### src/rtl/memory_interface_unit.sv
`default_nettype none
`timescale 1ns/1ps
// ============================================================================
// Module   : memory_interface_unit
// Purpose  : Memory interface stage between the control unit and a req/ack
//            memory port. Owns MAR and MBR, converts MFA/READ_WRITE/WORD_BYTE
//            into one memory transaction, steers byte lanes and returns MFC.
//            A request timer aborts a transaction if memory never acknowledges,
//            so MFC is always returned (with BusErr = 1 on abort).
// Config   : MIU_ALIGN_CHECK_EN - when defined, a word access with
//            MAR[1:0] != 0 completes immediately with BusErr = 1 and no
//            memory request is issued.
// Ports    : Clk, Reset (async, active-high)
//            MARLOAD, MBRLOAD, MBRSTORE, DataIn[31:0], DataOut[31:0]
//            MFA, READ_WRITE, WORD_BYTE  -> MFC, BusErr
//            MemAddr, MemWData, MemBE, MemReq, MemWE -> memory
//            MemAck, MemRData <- memory
// Revision : 1.0 - initial release
// ============================================================================
module memory_interface_unit #(
  parameter int TIMEOUT = 16  // REQ cycles without MemAck before abort, 1..255
) (
  input  logic        Clk,
  input  logic        Reset,
  input  logic        MARLOAD,
  input  logic        MBRLOAD,
  input  logic        MBRSTORE,
  input  logic        MFA,
  input  logic        READ_WRITE,
  input  logic        WORD_BYTE,
  input  logic [31:0] DataIn,
  output logic [31:0] DataOut,
  output logic        MFC,
  output logic        BusErr,
  output logic [31:0] MemAddr,
  output logic [31:0] MemWData,
  output logic [3:0]  MemBE,
  output logic        MemReq,
  output logic        MemWE,
  input  logic        MemAck,
  input  logic [31:0] MemRData
);

  // Timer value on the last permitted REQ cycle.
  localparam logic [7:0] c_TIMER_LAST = 8'(TIMEOUT - 1);

  typedef enum logic [1:0] {
    S_IDLE = 2'd0,
    S_REQ  = 2'd1,
    S_DONE = 2'd2
  } state_t;

  state_t      r_state;
  logic [31:0] r_mar;
  logic [31:0] r_mbr;
  logic [31:0] r_mem_addr;
  logic [31:0] r_mem_wdata;
  logic [3:0]  r_mem_be;
  logic        r_mem_req;
  logic        r_mem_we;
  logic        r_mfc;
  logic        r_bus_err;
  logic        r_op_read;
  logic        r_op_word;
  logic [1:0]  r_lane;
  logic [7:0]  r_timer;

  logic [7:0]  w_rd_byte;
  logic [31:0] w_rd_data;
  logic        w_misaligned;

  // Read lane select uses the lane latched at launch, not the live MAR,
  // because MAR may have been reloaded in the launching cycle.
  always_comb begin
    w_rd_byte = 8'h00;
    case (r_lane)
      2'd0:    w_rd_byte = MemRData[7:0];
      2'd1:    w_rd_byte = MemRData[15:8];
      2'd2:    w_rd_byte = MemRData[23:16];
      default: w_rd_byte = MemRData[31:24];
    endcase
    w_rd_data = r_op_word ? MemRData : {24'h0, w_rd_byte};
  end

`ifdef MIU_ALIGN_CHECK_EN
  assign w_misaligned = WORD_BYTE && (r_mar[1:0] != 2'b00);
`else
  assign w_misaligned = 1'b0;
`endif

  always_ff @(posedge Clk or posedge Reset) begin
    if (Reset) begin
      r_state     <= S_IDLE;
      r_mar       <= 32'h0;
      r_mbr       <= 32'h0;
      r_mem_addr  <= 32'h0;
      r_mem_wdata <= 32'h0;
      r_mem_be    <= 4'h0;
      r_mem_req   <= 1'b0;
      r_mem_we    <= 1'b0;
      r_mfc       <= 1'b0;
      r_bus_err   <= 1'b0;
      r_op_read   <= 1'b0;
      r_op_word   <= 1'b0;
      r_lane      <= 2'd0;
      r_timer     <= 8'h0;
    end else begin
      case (r_state)
        S_IDLE: begin
          if (MARLOAD) r_mar <= DataIn;
          if (MBRLOAD) r_mbr <= DataIn;
          if (MFA) begin
            // Everything the transaction needs is captured from the
            // pre-load MAR/MBR, so a simultaneous load does not affect it.
            r_op_read   <= READ_WRITE;
            r_op_word   <= WORD_BYTE;
            r_lane      <= r_mar[1:0];
            r_timer     <= 8'h0;
            r_mem_addr  <= {r_mar[31:2], 2'b00};
            r_mem_be    <= WORD_BYTE ? 4'hF : (4'b0001 << r_mar[1:0]);
            r_mem_wdata <= WORD_BYTE ? r_mbr : {4{r_mbr[7:0]}};
            if (w_misaligned) begin
              r_state   <= S_DONE;
              r_mfc     <= 1'b1;
              r_bus_err <= 1'b1;
            end else begin
              r_state   <= S_REQ;
              r_mem_req <= 1'b1;
              r_mem_we  <= ~READ_WRITE;
            end
          end
        end

        S_REQ: begin
          // Acknowledge takes priority over an expiring timer.
          if (MemAck) begin
            if (r_op_read) r_mbr <= w_rd_data;
            r_state   <= S_DONE;
            r_mem_req <= 1'b0;
            r_mem_we  <= 1'b0;
            r_mfc     <= 1'b1;
            r_bus_err <= 1'b0;
          end else if (r_timer == c_TIMER_LAST) begin
            r_state   <= S_DONE;
            r_mem_req <= 1'b0;
            r_mem_we  <= 1'b0;
            r_mfc     <= 1'b1;
            r_bus_err <= 1'b1;
          end else begin
            r_timer <= r_timer + 8'd1;
          end
        end

        S_DONE: begin
          if (!MFA) begin
            r_state   <= S_IDLE;
            r_mfc     <= 1'b0;
            r_bus_err <= 1'b0;
          end
        end

        default: r_state <= S_IDLE;
      endcase
    end
  end

  assign DataOut  = MBRSTORE ? r_mbr : 32'h0;
  assign MFC      = r_mfc;
  assign BusErr   = r_bus_err;
  assign MemAddr  = r_mem_addr;
  assign MemWData = r_mem_wdata;
  assign MemBE    = r_mem_be;
  assign MemReq   = r_mem_req;
  assign MemWE    = r_mem_we;

endmodule
`default_nettype wire

### config.mk
export PLATFORM = sky130hd
export DESIGN_NAME = memory_interface_unit
export DESIGN_NICKNAME = d
export VERILOG_FILES = /design/src/rtl/memory_interface_unit.sv
export SDC_FILE = /design/constraint.sdc
export NUM_CORES = 1
export LEC_CHECK = 0
export ABC_AREA = 1
export BUFFER_PORTS_ARGS = -buffer_cell sky130_fd_sc_hd__buf_2
export CORE_MARGIN = 8
export CORE_UTILIZATION = 42
export CTS_CLUSTER_SIZE = 10
export DETAILED_ROUTE_END_ITERATION = 10
export PLACE_DENSITY = 0.66
export SYNTH_ARGS = -nofsm -noshare
export SYNTH_HDL_FRONTEND = slang
export SYNTH_SLANG_ARGS = --single-unit
### constraint.sdc
create_clock -name Clk -period 5.15 [get_ports Clk]
set_input_delay 0.2575 -clock Clk [delete_from_list [all_inputs] [get_ports Clk]]
set_output_delay 0.2575 -clock Clk [all_outputs]
set_load 0.01 [all_outputs]
---- After elaboration in Yosys (flattened, before gate mapping) ----
Index checks and enable logic that the tools add are counted.
operators by class
  add/subtract/negate cells ............... 1
  $mul .................................... 0
  div/mod/pow operators ................... 0
  $lt $le $gt $ge ......................... 0
  equality and inequality tests ........... 13
  shift-type cells ........................ 1
  muxes and demuxes ....................... 30
  bitwise operators ....................... 1
  reduce and logical (&&, ||, !) cells .... 11
operator list
  cell                 number
  $mux 32              6
  $pmux 32 s2          1
  $mux 8               3
  $pmux 8 s3           1
  $pmux 8 s2           1
  $ne 2x2->1 const B   7
  $reduce_and 3->1     3
  $add 8x1->8 const B  1
  $eq 8x4->1 const B   1
  $mux 1               8
  $mux 2               4
  $pmux 1 s2           4
  $reduce_and 4->1     2
  $pmux 2 s3           1
  $eq 2x1->1 const B   2
  $eq 2x2->1 const B   2
  $logic_not 2->1      2
  $mux 4               1
  $reduce_and 2->1     2
  $reduce_bool 2->1    2
  $shl 1x2->4 const A  1
  $ne 3x3->1 const B   1
  $not 1->1            1
word-level totals
  flip-flop bits (word level) ............. 148
  latch bits .............................. 0
  bits in writable memories ............... 0
  ROM bits ................................ 0
  input port bits ......................... 73
  output and inout port bits .............. 104
  memories ................................ 0

---- Longest topological paths before layout ----
  depth in word-level cells ............... 6
  gate-level depth with buffers ........... 11

---- Least setup slack after synthesis ----
No wires, ideal clock.
  path kind ............................... flip-flop to flip-flop
  start ................................... register r_timer[0]
  end ..................................... register r_timer[3]
  library setup time ...................... 122 ps
  arrival ................................. 1307 ps
  data required time ...................... 5028 ps
  path slack .............................. 3721 ps
  cell stages (with the launch flop) ...... 10
  period minus slack after synthesis ...... 1429 ps
  path through ............................ dfrtp_1 ha_1 nand2_1 nor2_1 nand3_1 nand2_1 buf_2 o21ai_0 nand2_1 nor2_1
on the way
  longest elaborated chain between the ends .. 4
  elaborated cells between the ends (all ways) .. 7
RTL lines
  element                 line  source
  from (decl)             66    logic [7:0] r_timer;
  from (signal assigned)  150   r_timer <= r_timer + 8'd1;
  $add 8x1->8             150
  $mux 8                  143   end else if (r_timer == c_TIMER_LAST) begin
  $mux 8                  136   if (MemAck) begin
  $pmux 8 s2              108   case (r_state)
Parallel ways exist; a longest one is shown, timed or not. The select of a mux whose other input is x is not followed.
A chain may end at the register's enable or synchronous reset.

---- Final worst setup path ----
  start ................................... register r_state[1]
  end ..................................... register r_mbr[27]
on the way
  longest elaborated chain between the ends .. 3
  elaborated cells between the ends (all ways) .. 8
RTL lines
  element                                                           line  source
  from (decl)                                                       53    state_t r_state;
  from (signal assigned)                                            93    r_state <= S_IDLE;
  from (signal assigned)                                            123   r_state <= S_DONE;
  from (signal assigned)                                            127   r_state <= S_REQ;
  $eq 2x1->1 or $logic_not 2->1 (tied branches)                     108
  $ne 2x2->1 (no source line) or $reduce_bool 2->1 (tied branches)  --
  $reduce_and 4->1 (no source line)                                 --
  to (signal assigned)                                              111   if (MBRLOAD) r_mbr <= DataIn;
  to (signal assigned)                                              137   if (r_op_read) r_mbr <= w_rd_data;
  to (decl)                                                         55    logic [31:0] r_mbr;
Parallel ways exist; a longest one is shown, timed or not.

==> flow_results.org <==
** Run status
- The flow ran to the end, and the final reports show no timing, DRC or antenna violations.

** Timing
- Summed negative setup slack over all endpoints :: 0 ns
- The worst pin sits at a relative slew slack of 27.0%.
- Across all hold checks on the routed design, the worst slack comes to ~0.014 ns.
- Count of final max-slew check failures :: 0
- At the pin with the least slew margin, the transition time is 1.09 ns.
- The worst path in the final design needs a cycle of roughly 2.9 ns, including I/O delays and setup.
- Setup violations remaining at the end of the flow were counted as 0.
- Max Clock Skew :: 0.00704 ns
- Based on the critical path, the design can be clocked at up to about 350 MHz.
- The count of final hold-check violations is 0.
- The worst path uses 55.6% of the clock period.
- Final setup slack of the worst path :: ~2.3 ns
- Setup repair after global routing left no endpoint under its margin.

** Global routing
- The via count of the first global-routing pass was 6107.
- Aggregate global routing overflow :: 0
- Initial antenna violation count :: 6
- The first global-routing pass estimated between 30000 and 40000 um of wire.
- Pin count of the biggest net entering global routing :: about 90
- All-Layer GR Usage :: 21.5%

** Critical path
- Maximum fanout along the worst path :: 57
- The worst setup path is launched from a flop.
- For this design, the slowest cell found on the critical path is sky130_fd_sc_hd__nor2_4.
- Data on the critical path is required at its endpoint by 5.40 ns.
- STA classifies the critical path endpoint as a flop.
- Setup slack on the worst reg-to-reg path comes out at 2.29 ns.
- Counting both buffers and inverters, the worst setup path holds a total of 1.
- In this run the critical register-to-register path is launched from r_state[1].
- Kind of cell adding the most delay to the critical path :: simple AND/OR/NAND/NOR gates
- The worst setup path is of the flop to flop kind.
- Data arrives at the worst endpoint at between 3 and 4 ns.
- In this run the worst setup path begins at r_state[1].
- On the worst path, the slowest cell contributes a delay of about 0.84 ns.
- Walking the worst path, the cells encountered are nor2_4 > nand2_1 > o21ai_1 > nand2_4 > inv_2 > o21ai_0.

** Die
- Top-level I/O count :: 177
- Full die area :: 0.0208 sq mm
- Height of the die :: 144 um
- Row cnt :: 47
- The die is 144 um wide.
- The region available for standard cell placement spans 0.0163 sq mm.
- For this configuration, the core starts out at a cell density of 42.3%.

** Drt
- Once detail routing completed, the nets flagged for antenna violations numbered 0.
- The pre-antenna-repair detailed-routing pass consisted of 5 iterations.
- After detailed routing, the average wire length per cell comes to around 17 um.
- The detailed router finished its first iteration with 578 violations.
- In the routed layout, each cell is associated on average with a via count of 4.91.
- In the routed design, unresolved DRC markers number 0.
- Wire length reported by the detailed router :: 21600 um
- The final route contains 6102 vias.

** Logic synthesis
- Synth Flop Type :: sky130_fd_sc_hd__dfrtp_1
- Share of Yosys cell area claimed by the top area cell type :: 53.8%
- Number of synthesized flops with an enable pin :: 0
- Average size of a mapped cell :: approximately 8 sq um
- Synth Register Bits :: 148
- Synthesis produced 854 cells.
- Summing every instance area after synthesis gives approximately 0.0069 sq mm.
- Synth warn :: 0
- In the synthesized netlist the async set-or-reset flop fraction comes to 100%.
- sky130_fd_sc_hd__nand2_1 is the most common cell in the netlist.
- Number of different library cells in the post-synthesis netlist :: 31
- Library cell occupying the most area in the post-synthesis netlist :: sky130_fd_sc_hd__dfrtp_1
- By area the synthesized netlist is led by sky130_fd_sc_hd__dfrtp_1 (54%), sky130_fd_sc_hd__nand2_1 (17%), sky130_fd_sc_hd__inv_1 (5.9%).
- Summing the sequential cell areas from Yosys gives a little over half of the chip area.
- Commonest cells post-synth :: sky130_fd_sc_hd__nand2_1 (311), sky130_fd_sc_hd__dfrtp_1 (148), sky130_fd_sc_hd__inv_1 (109)

** Power
- Static leakage :: 0.00469 uW
- Summing internal, switching and leakage power gives between 5000 and 6000 uW.
- Maximum ir drop on the vdd rail :: 283 uV
- In this run the power density over the cells is 630 mW/mm^2.

** Run
- Max-cap check violation count :: 0

** Clock tree
- Cts-stage hold buffer count :: 0
- The number of gates resized after CTS was 0.
- Clk_lat worst skew :: 0.42 ns
- TritonCTS built the clock tree.
- Clock transition at the registers of the reported paths :: 0.06 ns
- Maximum count of clock buffers along a single path :: 2
- Number of sinks driven by the clock tree :: 148
- In this run the number of H-tree levels came out at 4.
- CTS root buffer :: sky130_fd_sc_hd__clkbuf_16
- Number of buffers created by CTS :: 17
- Once the clock tree was built, the setup fixing pass inserted 0 buffers.

** Min path
- The path class of the tightest hold or removal check is input port to asynchronous set/reset pin.

** Place
- Prior to clock tree synthesis, the placed netlist has a worst setup slack of 2.33 ns.
- The congestion estimate from routability-driven global placement came to 0.853.
- The count of buffers added on input and output ports is between 150 and 200.
- Detailed placement HPWL :: roughly 16000 um

** Cells and area
- Number of filler cells placed in the layout :: 1607
- Post-layout net count :: 1080
- The post-route netlist has 23.7% of its cells at a drive strength greater than 1.
- Signed area change from the synthesized netlist to the final layout :: 23.1%
final cells by class:
| cell class | instances | area (sq um) | area share (%) |
|---|---|---|---|
| flip-flops and latches | 148 | 3700 | 43.7 |
| clock inverters | 12 | 179 | 2.11 |
| inverters | 115 | 437 | 5.15 |
| diodes | 3 | 7.51 | 0.0886 |
| multi-input cells | 547 | 2520 | 29.8 |
| repair buffers | 177 | 893 | 10.5 |
| well taps | 220 | 275 | 3.25 |
| clock buffers | 20 | 457 | 5.39 |
layer usage:
layer  track usage, %  share of wire, %  vias up
li1                 -                 -     2977
met1             27.1                43     2882
met4             7.30               1.9        8
met2             35.5                48      199
met5                0              0.19        -
met3             5.22               6.6       36
kinds of logic after synthesis:
group | share of synthesized area (%)
simple gates | 24.0
xor+xnor | 0.254
other cells | 0.0544
fa+ha+maj | 0.182
compound gates | 11.9
buf+inv | 9.83
flops | 53.8
where the power goes:
group          switching [uW]  leakage [uW]  internal, uW
registers                 343       0.00186          1670
logic                    1310       0.00253           670
clock network             500      0.000302           837
worst paths after layout:
| path | to | cells past startpoint |
|---|---|---|
| worst min-delay path | MemAddr[28] | 2 |
| worst max-delay path | r_mbr[27] | 6 |
| worst min register to register | MemAddr[15] | 2 |
| min in group Clk | r_op_read | 3 |
| worst max register to register | r_mbr[27] | 6 |
| max in group asynchronous | r_mbr[3] | 3 |
sequential cells by signal (all words and copies together) (netlist names):
signal	flops
MFC	1
MemWData	32
r_op_read	1
MemWE	1
r_lane	2
r_op_word	1
r_mar	32
r_state	2
MemBE	4
MemReq	1
r_mbr	32
BusErr	1
r_timer	8
MemAddr	30
through the flow:
step	utilization, %	cell area, sq um	instances
floorplan	-	6890	855
global placement	48.1	7830	1207
detailed placement	48.1	7830	1207
CTS	52.0	8470	1239
global route	52.0	8470	1241
finish	52.0	8480	1242
worst reg2reg max path, cell delays in order, from the launching register on:
cell                      delay, ns
sky130_fd_sc_hd__dfrtp_1       0.42
sky130_fd_sc_hd__nor2_4        0.84
sky130_fd_sc_hd__nand2_1       0.11
sky130_fd_sc_hd__o21ai_1       0.18
sky130_fd_sc_hd__nand2_4       0.12
sky130_fd_sc_hd__inv_2         0.79
sky130_fd_sc_hd__o21ai_0       0.23
layout by cell type, fill, tap and decap left out:
cell type                    count
sky130_fd_sc_hd__xnor2_1         1
sky130_fd_sc_hd__o21ai_2        14
sky130_fd_sc_hd__clkinvlp_4      3
sky130_fd_sc_hd__nand3_1        48
sky130_fd_sc_hd__clkbuf_8        2
sky130_fd_sc_hd__diode_2         3
sky130_fd_sc_hd__nor3_1          1
sky130_fd_sc_hd__o21ai_0        74
sky130_fd_sc_hd__clkinv_2        2
sky130_fd_sc_hd__nand4_1         4
sky130_fd_sc_hd__inv_1         107
sky130_fd_sc_hd__inv_6           1
sky130_fd_sc_hd__clkinv_1        1
sky130_fd_sc_hd__inv_2           6
sky130_fd_sc_hd__o22ai_1         1
sky130_fd_sc_hd__o211ai_1       26
sky130_fd_sc_hd__o311ai_0        1
sky130_fd_sc_hd__a21oi_1        12
sky130_fd_sc_hd__nand3_2         8
sky130_fd_sc_hd__nor2_4          3
sky130_fd_sc_hd__clkbuf_1        1
sky130_fd_sc_hd__a21boi_0        1
sky130_fd_sc_hd__nand2_1       311
sky130_fd_sc_hd__clkinv_4        3
sky130_fd_sc_hd__buf_2         174
sky130_fd_sc_hd__buf_4           3
sky130_fd_sc_hd__dfrtp_1       148
sky130_fd_sc_hd__nor2_1         28
sky130_fd_sc_hd__conb_1          2
sky130_fd_sc_hd__ha_1            1
sky130_fd_sc_hd__bufinv_16       4
sky130_fd_sc_hd__clkbuf_16      17
sky130_fd_sc_hd__o21bai_1        1
sky130_fd_sc_hd__xor2_1          1
sky130_fd_sc_hd__o21ai_1         8
sky130_fd_sc_hd__nand2_4         1
No activity file was read; power rests on OpenSTA's default activity.
